===== config.mk =====
export PLATFORM = sky130hd
export DESIGN_NAME = seg_scan_ctrl
export DESIGN_NICKNAME = d
export VERILOG_FILES = /design/src/rtl/seg_pkg.sv /design/src/rtl/seg_hex_decode.sv /design/src/rtl/seg_scan_ctrl.sv
export SDC_FILE = /design/constraint.sdc
export NUM_CORES = 1
export LEC_CHECK = 0
export CORE_UTILIZATION = 45
export DETAILED_ROUTE_END_ITERATION = 6
export PLACE_DENSITY = 0.66
export SLEW_MARGIN = 0
export SYNTH_ARGS = -nofsm -noshare
export SYNTH_HDL_FRONTEND = slang
export SYNTH_SLANG_ARGS = --single-unit

===== constraint.sdc =====
create_clock -name clk -period 3.97 [get_ports clk]
set_input_delay 0.397 -clock clk [delete_from_list [all_inputs] [get_ports clk]]
set_output_delay 0.397 -clock clk [all_outputs]
set_load 0.05 [all_outputs]

===== src/rtl/seg_pkg.sv =====
// -----------------------------------------------------------------------------
// seg_pkg
// Shared constants for the multiplexed 7-segment display path:
//   - state_t   : scan FSM encoding (ST_BLANK / ST_SHOW)
//   - SEG_OFF   : all-segments-dark pattern
//   - SEG_TABLE : hex 0..F to 9-bit segment pattern, bits [6:0] = a..g,
//                 bit 7 = dp (always 0 here), bit 8 = 0
// -----------------------------------------------------------------------------
package seg_pkg;

  typedef enum logic {
    ST_BLANK = 1'b0,
    ST_SHOW  = 1'b1
  } state_t;

  localparam logic [8:0] SEG_OFF = 9'h000;

  // Packed so that SEG_TABLE[n] is the pattern for hex digit n; entry 15 first.
  localparam logic [15:0][8:0] SEG_TABLE = {
    9'h071, 9'h079, 9'h05E, 9'h039,   // F E D C
    9'h07C, 9'h077, 9'h06F, 9'h07F,   // B A 9 8
    9'h007, 9'h07D, 9'h06D, 9'h066,   // 7 6 5 4
    9'h04F, 9'h05B, 9'h006, 9'h03F    // 3 2 1 0
  };

endpackage


===== src/rtl/seg_hex_decode.sv =====
// -----------------------------------------------------------------------------
// seg_hex_decode
// Combinational hex nibble to 7-segment lookup.
// Ports:
//   nibble : in  [3:0] hex value
//   seg    : out [8:0] active-high pattern, [6:0] = a..g, [8:7] = 0
// -----------------------------------------------------------------------------
module seg_hex_decode
  import seg_pkg::*;
(
  input  logic [3:0] nibble,
  output logic [8:0] seg
);

  assign seg = SEG_TABLE[nibble];

endmodule


===== src/rtl/seg_scan_ctrl.sv =====
// -----------------------------------------------------------------------------
// seg_scan_ctrl
// Time-multiplexes DIGITS hex nibbles onto one 7-segment decoder and a
// common-anode digit-select bus. Every slot is SLOT_CYC = CLK_HZ/SCAN_HZ
// cycles: BLANK_CYC cycles with all digits off, then the digit is shown.
// New data is captured on a load strobe into pending registers and copied to
// the shadow (displayed) registers only at a frame boundary.
//
// Optional feature macro: SEG_SCAN_DP_EN adds a per-digit decimal point input
// (dp_in) carried through the same pending/shadow path.
//
// Ports:
//   clk        : in  system clock
//   rst        : in  synchronous active-high reset
//   load       : in  one-cycle strobe, capture data_in/blank_mask (and dp_in)
//   data_in    : in  [4*DIGITS-1:0] nibble i at [4i+3:4i], digit 0 rightmost
//   blank_mask : in  [DIGITS-1:0] bit i forces digit i dark
//   dp_in      : in  [DIGITS-1:0] decimal points (SEG_SCAN_DP_EN only)
//   lz_en      : in  leading-zero suppression enable, sampled at SHOW entry
//   seg_led    : out [8:0] active-high segments, [6:0] a..g, [7] dp, [8] 0
//   dig_sel    : out [DIGITS-1:0] active-low one-hot digit enable
//   frame_done : out one-cycle pulse when the last slot of a frame ends
//   load_ack   : out one-cycle pulse when the shadow registers take new data
// -----------------------------------------------------------------------------
module seg_scan_ctrl
  import seg_pkg::*;
#(
  parameter int DIGITS    = 4,
  parameter int CLK_HZ    = 50000000,
  parameter int SCAN_HZ   = 1000,
  parameter int BLANK_CYC = 64
) (
  input  logic                  clk,
  input  logic                  rst,
  input  logic                  load,
  input  logic [4*DIGITS-1:0]   data_in,
  input  logic [DIGITS-1:0]     blank_mask,
`ifdef SEG_SCAN_DP_EN
  input  logic [DIGITS-1:0]     dp_in,
`endif
  input  logic                  lz_en,
  output logic [8:0]            seg_led,
  output logic [DIGITS-1:0]     dig_sel,
  output logic                  frame_done,
  output logic                  load_ack
);

  localparam int SLOT_CYC = CLK_HZ / SCAN_HZ;
  localparam int CNT_W    = (SLOT_CYC > 1) ? $clog2(SLOT_CYC) : 1;
  localparam int IDX_W    = (DIGITS > 1) ? $clog2(DIGITS) : 1;

  if (DIGITS < 1 || DIGITS > 8) begin : g_bad_digits
    $error("seg_scan_ctrl: DIGITS must be in 1..8");
  end
  if (SLOT_CYC < 2) begin : g_bad_slot
    $error("seg_scan_ctrl: CLK_HZ/SCAN_HZ must be at least 2");
  end
  if (BLANK_CYC < 1 || BLANK_CYC >= SLOT_CYC) begin : g_bad_blank
    $error("seg_scan_ctrl: BLANK_CYC must satisfy 1 <= BLANK_CYC < SLOT_CYC");
  end

  state_t                state;
  logic [CNT_W-1:0]      cnt;
  logic [IDX_W-1:0]      idx;

  logic [4*DIGITS-1:0]   shadow_data, pend_data;
  logic [DIGITS-1:0]     shadow_mask, pend_mask;
  logic                  pending;
  logic [DIGITS-1:0]     shadow_dp;
`ifdef SEG_SCAN_DP_EN
  logic [DIGITS-1:0]     pend_dp;
`endif

  logic                  blank_end, slot_end, frame_end;
  logic [3:0]            cur_nibble;
  logic                  cur_dark;
  logic                  cur_dp;
  logic [DIGITS-1:0]     lz_dark;
  logic                  zero_above;
  logic [8:0]            dec_seg;

  assign blank_end = (state == ST_BLANK) && (cnt == CNT_W'(BLANK_CYC - 1));
  assign slot_end  = (state == ST_SHOW)  && (cnt == CNT_W'(SLOT_CYC - 1));
  assign frame_end = slot_end && (idx == IDX_W'(DIGITS - 1));

  // Leading-zero mask: a digit is a candidate if it and every higher nibble
  // are zero. Digit 0 always shows so a zero value still reads "0"; a digit
  // with its decimal point lit is never suppressed.
  // NOTE: always_comb uses blocking '=' so zero_above accumulates in loop
  // order within one evaluation; sequential state below uses '<=' instead.
  always_comb begin
    // NOTE: every always_comb output is given a default before any branch,
    // so no path leaves a value unassigned and no latch is inferred.
    zero_above = 1'b1;
    lz_dark    = '0;
    for (int i = DIGITS - 1; i >= 0; i--) begin
      zero_above = zero_above && (shadow_data[4*i +: 4] == 4'h0);
      lz_dark[i] = zero_above && (i != 0) && !shadow_dp[i];
    end
  end

  // Select the nibble, mask and dp of the digit about to be shown.
  always_comb begin
    cur_nibble = 4'h0;
    cur_dark   = 1'b0;
    cur_dp     = 1'b0;
    for (int i = 0; i < DIGITS; i++) begin
      if (idx == IDX_W'(i)) begin
        cur_nibble = shadow_data[4*i +: 4];
        cur_dark   = shadow_mask[i] || (lz_en && lz_dark[i]);
        cur_dp     = shadow_dp[i];
      end
    end
  end

  seg_hex_decode u_dec (
    .nibble (cur_nibble),
    .seg    (dec_seg)
  );

`ifndef SEG_SCAN_DP_EN
  assign shadow_dp = '0;
`endif

  always_ff @(posedge clk) begin
    if (rst) begin
      // NOTE: the shadow/pending registers are plain flops, not a RAM, so
      // clearing them in reset is cheap and makes the first frame defined.
      state       <= ST_BLANK;
      cnt         <= '0;
      idx         <= '0;
      shadow_data <= '0;
      shadow_mask <= '0;
      pend_data   <= '0;
      pend_mask   <= '0;
      pending     <= 1'b0;
      seg_led     <= SEG_OFF;
      dig_sel     <= '1;
      frame_done  <= 1'b0;
      load_ack    <= 1'b0;
`ifdef SEG_SCAN_DP_EN
      shadow_dp   <= '0;
      pend_dp     <= '0;
`endif
    end else begin
      frame_done <= frame_end;
      load_ack   <= 1'b0;
      cnt        <= slot_end ? '0 : cnt + 1'b1;

      // Outputs only move on the two FSM transitions, so seg_led and dig_sel
      // always change together; lz_en is therefore sampled at SHOW entry.
      if (blank_end) begin
        state <= ST_SHOW;
        if (cur_dark) begin
          seg_led <= SEG_OFF;
          dig_sel <= '1;
        end else begin
          seg_led <= {dec_seg[8], cur_dp, dec_seg[6:0]};
          dig_sel <= ~(DIGITS'(1) << idx);
        end
      end else if (slot_end) begin
        state   <= ST_BLANK;
        idx     <= frame_end ? '0 : idx + 1'b1;
        seg_led <= SEG_OFF;
        dig_sel <= '1;
      end

      // Load handshake. A load in the frame-end cycle goes straight to the
      // shadow registers so it is not deferred by a whole frame.
      if (frame_end) begin
        if (load) begin
          shadow_data <= data_in;
          shadow_mask <= blank_mask;
`ifdef SEG_SCAN_DP_EN
          shadow_dp   <= dp_in;
`endif
          load_ack    <= 1'b1;
        end else if (pending) begin
          shadow_data <= pend_data;
          shadow_mask <= pend_mask;
`ifdef SEG_SCAN_DP_EN
          shadow_dp   <= pend_dp;
`endif
          load_ack    <= 1'b1;
        end
        pending <= 1'b0;
      end else if (load) begin
        pend_data <= data_in;
        pend_mask <= blank_mask;
`ifdef SEG_SCAN_DP_EN
        pend_dp   <= dp_in;
`endif
        pending   <= 1'b1;
      end
    end
  end

endmodule


==> Word-level counts from Yosys, hierarchy flattened <==
Memories as Yosys holds them, arrays and structs flattened.
Index checks and enable logic that the tools add are counted.
{ "classes": {"n_addsub": 2, "order_cmp": 1, "eq_ne": 5, "shifts": 1, "n_mux": 24, "bitwise_logic": 4, "n_reduce_logical": 23} }
{ "ops": {"columns": ["op", "count"], "rows": [
  ["$mux W4", 9],
  ["$mux W9", 4],
  ["$mux W16", 2],
  ["$add A16 B1 Y16 const B", 1],
  ["$eq A16 B16 Y1 const B", 1],
  ["$eq A16 B6 Y1 const B", 1],
  ["$logic_not A4 Y1", 3],
  ["$logic_and A1 B1 Y1", 8],
  ["$mux W1", 8],
  ["$reduce_and A2 Y1", 3],
  ["$reduce_or A2 Y1", 3],
  ["$lt A4 B5 Y1 const B", 1],
  ["$eq A2 B2 Y1 const B", 2],
  ["$not A4 Y4", 1],
  ["$reduce_bool A2 Y1", 2],
  ["$shl A1 B2 Y4 const A", 1],
  ["$logic_or A1 B1 Y1", 3],
  ["$not A1 Y1", 3],
  ["$add A2 B1 Y2 const B", 1],
  ["$eq A2 B1 Y1 const B", 1],
  ["$logic_not A2 Y1", 1],
  ["$mux W2", 1]
]} }
{ "word_totals": {"regBits": 75, "rom_bits": 144, "input_bits": 24, "output_inout_bits": 15, "wordCells": 73, "n_memories": 1} }
{ "memory_table": {"columns": ["memory", "words", "width", "read_ports", "rd_clocked_by_memory_dff", "write_ports", "line_no", "source"], "rows": [
  ["(no name shown)", 16, 9, 1, 0, 0, "seg_hex_decode.sv:15", "assign seg = SEG_TABLE[nibble];"]
]} }

==> Logic depth before layout (Yosys ltp) <==
{ "depth": {"ltp_word": 10, "depth_mapped": 10, "depth_no_buf": 9} }

==> Hierarchy <==
Synthesis repeated with hierarchy kept, for this count alone.
{ "hier_totals": {"hier_cells": 377, "hier_area_um2": 3558.4} }
{ "by_module_without_submodules": {"columns": ["module", "n_inst", "cells_per_inst", "area_each_um2", "seq_area_each_um2"], "rows": [
  ["seg_scan_ctrl", 1, 341, 3251.9, 1481.4],
  ["seg_hex_decode", 1, 36, 306.5, 0.0]
]} }

==> Worst setup path before layout <==
Ideal clock, no wire load.
{ "synth_path": {"path_type": "register to register", "start": "register idx[1]", "end": "register seg_led[3]", "setup_time_ns": 0.117, "arrival_time_ns": 2.193, "t_required_ns": 3.853, "slack_ns": 1.660, "stages_incl_launch_ff": 10, "n_path_buf": 1, "period_less_slack_ns": 2.310, "path_cell_list": "dfxtp_1 -> inv_1 -> ha_1 -> buf_2 -> nand3b_1 -> a221oi_1 -> ha_1 -> mux2i_1 -> mux2_2 -> a22o_1"} }
{ "synth_via": {"elab_chain_len": 9} }
{ "synth_rtl": {"columns": ["element", "line_no", "source"], "rows": [
  ["start: declaration", "seg_scan_ctrl.sv:64", "logic [IDX_W-1:0] idx;"],
  ["start signal: assignment", "seg_scan_ctrl.sv:163", "idx <= frame_end ? '0 : idx + 1'b1;"],
  ["$logic_not A2 Y1", "seg_scan_ctrl.sv:108", "if (idx == IDX_W'(i)) begin"],
  ["$mux W4 (4 in series)", "seg_scan_ctrl.sv:108", null],
  ["$mem_v2 Z16 W9", null, null],
  ["$mux W9 (not written as such)", "seg_hex_decode.sv:15", null],
  ["$mux W9 *", "seg_scan_ctrl.sv:154", "if (cur_dark) begin"],
  ["$mux W9 *", "seg_scan_ctrl.sv:152", "if (blank_end) begin"],
  ["end signal: assignment", "seg_scan_ctrl.sv:158", "seg_led <= {dec_seg[8], cur_dp, dec_seg[6:0]};"],
  ["end: declaration", "seg_scan_ctrl.sv:42", "output logic [8:0] seg_led,"]
]} }
Every way passes the cells marked *; elsewhere a longest branch is shown, timed or not. The select of a mux whose other input is x is not followed.
A chain may end at the register's enable or synchronous reset.

==> Worst setup path in the final report <==
{ "layout_path": {"start": "register idx[0]", "end": "register seg_led[5]"} }
Same word-level chain as after synthesis.

==> reports/metrics.csv <==
stage,metric,value,unit
cts,clkSlewWorstSetupHoldPaths,0.07,ns
timing,hold_viol,0,
synthesis,synthDominantCellAreaShare,0.4053,
critical_path,end_kind,register,
critical_path,path_cells,ha_1 -> a211oi_1 -> a221oi_1 -> inv_1 -> ha_1 -> nor2_1 -> o21ai_0 -> a32o_1,
power,cellPowerDensity,342.2,mW/mm2
synthesis,synth_compound_area_frac,0.07911,
drt,ant_nets,0,
timing,post-route-min-period,2.691,ns
cts,clock_tree.buffer_depth,2,
worst_hold_path,worstHoldStart,seg_led[5],
critical_path,startpoint_type,register,
global_route,grt_pass1_wl,12170,um
placed_design,dp.final_hpwl,4806,um
synthesis,synth_xor_area_frac,0.03643,
final_layout,seq_area,0.001461,mm2
synthesis,synth_cells,369,
cts,postCtsHoldBufs,0,
outcome,status,"finished, final reports clean",
timing,final_max_slew_viol_count,0,
cts,cts_setup_buffers,0,
synthesis,synth_top_family_by_area,simple AND/OR/NAND/NOR gates,
final_layout,mostFrequentLayoutCells,"dfxtp_1 (73), nor2_1 (63), mux2i_1 (44)",
critical_path,path_max_fanout,17,
cts,clkSinkCount,73,
synthesis,synthMuxAreaShare,0.1877,
global_route,grt_usage,0.1818,
placed_design,port_buffers,36,
synthesis,synth-adder-area-share,0.03817,
timing,hold_ws,0.4700,ns
drt,vias,2600,
final_layout,stdcell_area,0.004174,mm2
worst_hold_path,hold_end,seg_led[5],
drt,dr.pass1.iters,4,
timing,rsz0062_at_grt,false,
synthesis,yosysSeqAreaShare,0.4053,
critical_path,startpoint,idx[0],
synthesis,synth.largest_area_cell,dfxtp_1,
cts,cts_inserted_buffers,9,
cts,root_buffer,clkbuf_8,
final_layout,syn_to_final_growth,15.75,%
drt,drt-wirelength-per-cell,13.47,um
timing,setup_tns,0,ns
timing,fmax,0.3716,GHz
die,dieArea,0.008375,mm2
final_layout,filler_cell_count,716,
run,maxCapViolations,0,
synthesis,synth_area_per_cell,9.772,um2
final_layout,layout_commonest_cell,dfxtp_1,
drt,wl,6817,um
cts,cts_max_level,3,
die,rows,32,
final_layout,diodes,0,
synthesis,synthSimpleGateAreaFrac,0.1971,
die,floorplan.initialDensity,0.4666,
synthesis,synth_edf_count,0,
critical_path,regToRegSetupSlack,1.28,ns
critical_path,reg2reg_from,idx[0],
cts,ctsResizeCount,0,
final_layout,drive_above_1_share,0.1238,
synthesis,synth.area.top_cells,"dfxtp_1 (41%), mux2i_1 (12%), mux2_2 (6.6%), nor2_1 (6.6%), ha_1 (3.8%)",
power,peakVddDrop,0.2327,mV
placed_design,placedInstanceArea,0.003979,mm2
timing,worst_slew_pin_slew,0.9845,ns
global_route,overflow,0,
die,die_w,91.52,um
placed_design,dpl.cell_count,490,
drt,initialDrtViolationCount,142,
timing,maxSlewHeadroom,0.3437,
timing,report.final.setup_viol,0,
drt,via_per_inst,5.138,
synthesis,synth-main-ff-cell,dfxtp_1,
die,coreArea,0.007727,mm2
worst_hold_path,hold_depth,1,
critical_path,crit_required,4.21,ns
critical_path,critical_path_class,reg -> reg,
final_layout,utilization,0.5402,
cts,insertion_delay,0.34,ns
final_layout,nets,434,
critical_path,r2r.worst_path.cells,8,
placed_design,gp_congestion,0.8046,
synthesis,synth_cell_types,53,
critical_path,crit_path_max_incr_delay,0.67,ns
final_layout,multi_input_area,0.001958,mm2
synthesis,async_flop_share,0,
drt,drc,0,
final_layout,stdcell_count,506,
critical_path,crit_slowest_cell,a221oi_1,
synthesis,synth_warnings,0,
die,io_pins,39,
die,fp.dieH,91.52,um
worst_hold_path,hold_class,reg -> reg,
global_route,antenna_found_initial,0,
synthesis,synth_area,0.003606,mm2
global_route,grt_max_degree,48,
cts,cts_tree,done,
critical_path,arrival,2.93,ns
synthesis,ys_ff_latch,73,
critical_path,r2r-end,seg_led[5],
critical_path,crit_top_cell,ha_1,
power,power.leakage,1.594,nW
timing,timing.final.crit_share,0.6779,
timing,fin_skew,0.005529,ns
global_route,grt_pass1_vias,2609,
through the flow:
stage | total power (W) | worst slack (ns)
after floorplan | 0.0008386 | 1.660
after global placement | 0.0008727 | 1.409
after detailed placement | 0.0008742 | 1.251
after CTS | 0.001453 | 1.215
after global routing | 0.001489 | 1.020
final | 0.001428 | 1.279
cell families after synthesis:
kind of cell / Yosys count
simple gates: 136
flops: 73
mux: 65
compound gates: 35
buf+inv: 33
xor+xnor: 15
fa+ha+maj: 11
other cells: 1
area by class of cell:
class / instances / share of cell area
clock inverters: 6 / 0.01379
well taps: 102 / 0.03058
flip-flops and latches: 73 / 0.3501
repair buffers: 40 / 0.09353
multi-input cells: 264 / 0.4691
inverters: 11 / 0.009892
clock buffers: 10 / 0.03297
synthesized netlist by cell type (all sizes together) (2+ instances only):
cell / n
nand3: 11
nor2b: 2
mux2i: 44
nor4: 7
and2: 3
dfxtp: 73
and3: 4
nand4: 2
xnor2: 9
a22o: 5
nor3b: 4
nand2: 15
mux2: 21
o211ai: 2
a21oi: 6
ha: 11
a2bb2oi: 3
a221oi: 2
nor3: 6
and4b: 2
xor2: 6
o21ai: 4
a32o: 2
or3: 3
inv: 11
and3b: 2
nand4b: 2
buf: 15
nand3b: 5
nor2: 63
a211oi: 4
clkbuf: 7
power breakdown:
group	internal, W	total, W	switching (W)
Combinational	0.0000543	0.000100	0.0000462
Clock	0.000303	0.000572	0.000270
Sequential	0.000747	0.000755	0.00000835
Total	0.00110	0.00143	0.000324
flip-flops by register name (all words and copies together) (netlist names):
signal	count
idx	2
shadow_data	16
load_ack	1
shadow_mask	4
frame_done	1
pending	1
pend_data	16
dig_sel	4
pend_mask	4
cnt	16
state	1
seg_led	7
worst max path at each step:
stage / end / slack (ns) / cells past startpoint
2_1_floorplan: seg_led[3] / 1.66 / 9
3_3_place_gp: seg_led[5] / 1.41 / 8
3_5_place_dp: seg_led[5] / 1.25 / 8
4_1_cts: seg_led[5] / 1.21 / 8
5_1_grt: seg_led[5] / 1.02 / 8
6_report: seg_led[5] / 1.28 / 8
per-layer routing:
metal / global-route usage / wire [um] / vias to the layer above
met5: 0 / 0 / -
met4: 0.08333 / 135 / 0
met3: 0.03434 / 202 / 10
met2: 0.2807 / 3034 / 37
met1: 0.2443 / 3444 / 1202
li1: - / - / 1351
critical path: cells and delay by family, from the launching register on:
kind | cells | cell delay, ns
AND/OR/NAND/NOR | 1 | 0.09
AO/OA/AOI/OAI | 4 | 1.14
flip-flops | 1 | 0.40
buffers and inverters | 1 | 0.20
adder cells (fa/ha/maj) | 2 | 0.77
(Power assumes the default switching activity.)
